## src/rtl/jk_ff_bank.sv

```systemverilog
`default_nettype none
// ============================================================================
//  Module      : jk_ff_bank
//  Description : Bank of WIDTH independent JK flip-flops with parallel load,
//                per-edge change mask and a saturating change-event counter.
//                Edge priority is rst > load > en > hold.
//  Revision    : 1.0 - initial release
// ============================================================================
module jk_ff_bank #(
    parameter int                WIDTH   = 4,
    parameter logic [WIDTH-1:0]  RST_VAL = {WIDTH{1'b0}},
    parameter int                CNT_W   = 8
) (
    input  logic              clk,
    input  logic              rst,
    input  logic              en,
    input  logic              load,
    input  logic [WIDTH-1:0]  d,
    input  logic [WIDTH-1:0]  j,
    input  logic [WIDTH-1:0]  k,
    input  logic              clr_cnt,
    output logic [WIDTH-1:0]  q,
    output logic [WIDTH-1:0]  qn,
    output logic [WIDTH-1:0]  chg,
    output logic [CNT_W-1:0]  chg_cnt,
    output logic              cnt_sat
);

    // Counter saturation ceiling (all ones) and unit increment.
    localparam logic [CNT_W-1:0] c_CNT_MAX  = {CNT_W{1'b1}};
    localparam logic [CNT_W-1:0] c_CNT_ONE  = {{(CNT_W-1){1'b0}}, 1'b1};
    localparam logic [CNT_W-1:0] c_CNT_ZERO = {CNT_W{1'b0}};

    // Registered state and its next-state values.
    logic [WIDTH-1:0] r_state_q;
    logic [WIDTH-1:0] w_state_d;
    logic [WIDTH-1:0] r_chg_q;
    logic [WIDTH-1:0] w_chg_d;
    logic [CNT_W-1:0] r_cnt_q;
    logic [CNT_W-1:0] w_cnt_d;

    // Helper wires.
    logic [WIDTH-1:0] w_jk_next;
    logic             w_any_change;
    logic             w_cnt_at_max;

    // Per-channel JK characteristic: 00 hold, 01 clear, 10 set, 11 toggle.
    genvar gi;
    generate
        for (gi = 0; gi < WIDTH; gi = gi + 1) begin : g_bit
            assign w_jk_next[gi] = (j[gi] & ~r_state_q[gi]) |
                                   (~k[gi] & r_state_q[gi]);
        end
    endgenerate

    assign w_cnt_at_max = (r_cnt_q == c_CNT_MAX);

    // Next state of q, the change mask and the event counter.
    always_comb begin
        w_state_d = r_state_q;
        if (load) begin
            w_state_d = d;
        end else if (en) begin
            w_state_d = w_jk_next;
        end

        // A reload of the same value or a held state yields an all-zero mask.
        w_chg_d      = w_state_d ^ r_state_q;
        w_any_change = |w_chg_d;

        // Clear beats increment; any number of changed bits is one event.
        w_cnt_d = r_cnt_q;
        if (clr_cnt) begin
            w_cnt_d = c_CNT_ZERO;
        end else if (w_any_change && !w_cnt_at_max) begin
            w_cnt_d = r_cnt_q + c_CNT_ONE;
        end
    end

    // State registers; reset overrides load, en and clr_cnt and is not counted.
    always_ff @(posedge clk) begin
        if (rst) begin
            r_state_q <= RST_VAL;
            r_chg_q   <= {WIDTH{1'b0}};
            r_cnt_q   <= c_CNT_ZERO;
        end else begin
            r_state_q <= w_state_d;
            r_chg_q   <= w_chg_d;
            r_cnt_q   <= w_cnt_d;
        end
    end

    assign q       = r_state_q;
    assign qn      = ~r_state_q;
    assign chg     = r_chg_q;
    assign chg_cnt = r_cnt_q;
    assign cnt_sat = w_cnt_at_max;

endmodule
`default_nettype wire

```

## config.mk

```make
export PLATFORM = sky130hd
export DESIGN_NAME = jk_ff_bank
export DESIGN_NICKNAME = d
export VERILOG_FILES = /design/src/rtl/jk_ff_bank.sv
export SDC_FILE = /design/constraint.sdc
export NUM_CORES = 1
export LEC_CHECK = 0
export ABC_AREA = 1
export BUFFER_PORTS_ARGS = -buffer_cell sky130_fd_sc_hd__buf_2
export CAP_MARGIN = 10
export CORE_MARGIN = 5
export CORE_UTILIZATION = 47
export CTS_BUF_LIST = sky130_fd_sc_hd__clkbuf_8
export CTS_CLUSTER_SIZE = 12
export DETAILED_ROUTE_END_ITERATION = 8
export PLACE_DENSITY_LB_ADDON = 0.1
export SLEW_MARGIN = 20
export SYNTH_ARGS = -nofsm -noshare
export SYNTH_HDL_FRONTEND = slang
export SYNTH_SLANG_ARGS = --single-unit
```

## constraint.sdc

```tcl
create_clock -name clk -period 1.7 [get_ports clk]
set_input_delay 0.085 -clock clk [delete_from_list [all_inputs] [get_ports clk]]
set_output_delay 0.085 -clock clk [all_outputs]
set_load 0.01 [all_outputs]
```

==> run metrics <==
full die area=2732 um2; final setup TNS=0 ps; Max VDD drop=0.5196 mV; synth-to-layout area growth=35.77%; largest net degree at the start of global routing=11; global route total overflow=0; final hold slack=78.84 ps; WS Path Type=reg2out; Critical Path Sink Type=output port; asr flop ratio synth=0%; Lkg Pwr=0.0005851 uW; final net count=183; Final Setup Violations=0; Worst Path Required=1620 ps; crit path DAT=1520 ps; Synth Area per Inst=6.938 um2; Detailed Route Iter0 Violations=36; clock transition at the registers of the reported paths=70 ps; dpl ws=69.56 ps; antenna diode count=0; clk sinks=16; DP HPWL=1717 um; Inserted Clock Buffers=3; EDFF count, synth=0; Seq cells post-synth=16; power per standard cell area=796.0 nW/um2; synth unique cells=19; Crit-path slowest cell=dfxtp_2; Final Max Slew Viols=0; Worst-Skew Late Latency=250 ps; post-synthesis cell area=839.6 um2; crit-path cells=ha_2 -> nand3_1 -> nor2_2 -> nand3_2 -> inv_1 -> buf_2; Starting Density=49.16%; Seq/Total Area, Yosys=38.15%; Worst Slack Setup Final=97.56 ps; number of global-route vias before repair=945; CP peak stage delay=370 ps; biggest area consumer among synthesized cells=dfxtp_1; chip width=52.27 um; Critical Path Start Type=flop; dominant synthesized flop cell=dfxtp_1; DRC violations left=0; Core Rows=15; chip height=52.27 um; number of vias per cell=4.974; gp weighted congestion=0.8331; fin crit share=94.26%; post-synth net total=139; Final ANT Viol Nets=0; CTS Buffer Depth=2; Synth warnings=0; Vias=940; family with the most delay on the worst path=simple AND/OR/NAND/NOR gates; Root Buffer=clkbuf_8; largest cells by area after synthesis=dfxtp_1 (38%), nand3_1 (13%), nand2_1 (13%); outcome=complete, no violations; post-synth top area share=38.15%; CP Max Fanout=5; drt first pass iters=4; initial antenna violation count=0; Syn Inst Count=121; most common cell in the netlist=nand2_1; Hold Crit Class=in2reg; first-pass GRT wire length=3691 um; commonest cells in the netlist=nand2_1 (29), nand3_1 (22), dfxtp_1 (16); fin util=66.74%; achievable clock frequency=0.6240 GHz; worst path bufs/invs=2; share of cells above drive strength 1=34.15%; # IOs=38; relative slew slack=83.23%; max cap viols=0; I/O Buffers=37; Worst Skew=2.177 ps; gr usage total=17.97%; RSZ-0062 raised after global routing=no; Final Routed Wirelength=2224 um; slew of the pin with the lowest slew margin=250.4 ps; Avg WL per Cell=11.77 um; H-Tree Depth=1; Final min period=1602 ps; CORE AREA=1708 um2; CTS tree=built; Final Hold Fails=0
## per-layer routing
| layer | global-route usage, % | share of wire (%) |
|---|---|---|
| met1 | 19.48 | 41 |
| met4 | 7.660 | 2.2 |
| met3 | 5.413 | 9.0 |
| met2 | 32.01 | 48 |
| met5 | 0 | 0 |
## through the flow
stage,area [um2],power [uW],instances
after CTS,1125,908.4,188
after detailed placement,1047,570.1,181
after global placement,1047,564.5,181
final,1140,907.3,189
after floorplan,839.6,509.9,121
after global routing,1140,946.4,189
## logic make-up (layout without fill, tap and decap cells)
family	count (synthesis)	after routing	synth area share [%]
xor+xnor	5	5	5.217
compound gates	17	17	10.73
fa+ha+maj	1	1	1.490
simple gates	66	66	37.11
flops	16	16	38.15
buf+inv	16	59	7.301
## placed cells by master (no fill, tap or decap), drive strengths merged
cell type,Yosys,routed
xor2,3,3
a21oi,15,15
nor2,8,8
dfxtp,16,16
nand3,23,23
nand2,32,32
o211ai,2,2
or2,3,3
ha,1,1
buf,1,41
inv,14,14
clkbuf,1,4
xnor2,2,2
## sequential cells by signal, indices dropped and copies added (netlist names)
signal and cells:
chg 4, chg_cnt 8, q 4
## repair_timing
item / 4_1_cts / 5_1_grt
setup buffers: 3 / 1
hold buffers: 0 / 0
pin swaps: 1 / 1
resized for setup: 0 / 4
setup endpoints to repair: 1 / 9
## worst paths after layout
| path | from | end | slack (ps) | cells past startpoint |
|---|---|---|---|---|
| setup / recovery | chg_cnt[0] | cnt_sat | 100 | 6 |
| hold / removal | clr_cnt | chg_cnt[4] | 80 | 4 |
| hold reg to reg | chg_cnt[1] | chg_cnt[1] | 490 | 2 |
| setup reg to reg | chg_cnt[0] | chg_cnt[6] | 170 | 8 |
## report_power, final
group / leakage (uW) / switching [uW] / internal [uW]
Sequential: 0.000132 / 12.2 / 394
Clock: 0.0000288 / 139 / 206
Combinational: 0.000424 / 94.2 / 62.5
## worst register-to-register path, cell delays in order, from the launching register on
cell     delay (ps)
dfxtp_2         370
ha_2            200
nand3_1         120
nor2_2          190
buf_4           140
nand2_1          60
xnor2_1         150
nand3_1          90
a21oi_1         140
## final cells by class
cell class | instances | area, um2
fillers | 154 | 568.0
multi-input cells | 89 | 462.9
clock buffers | 4 | 55.05
inverters | 14 | 52.55
repair buffers | 41 | 215.2
well taps | 25 | 31.28
flip-flops and latches | 16 | 322.8
Note: power is estimated with default switching activity, not from simulation.
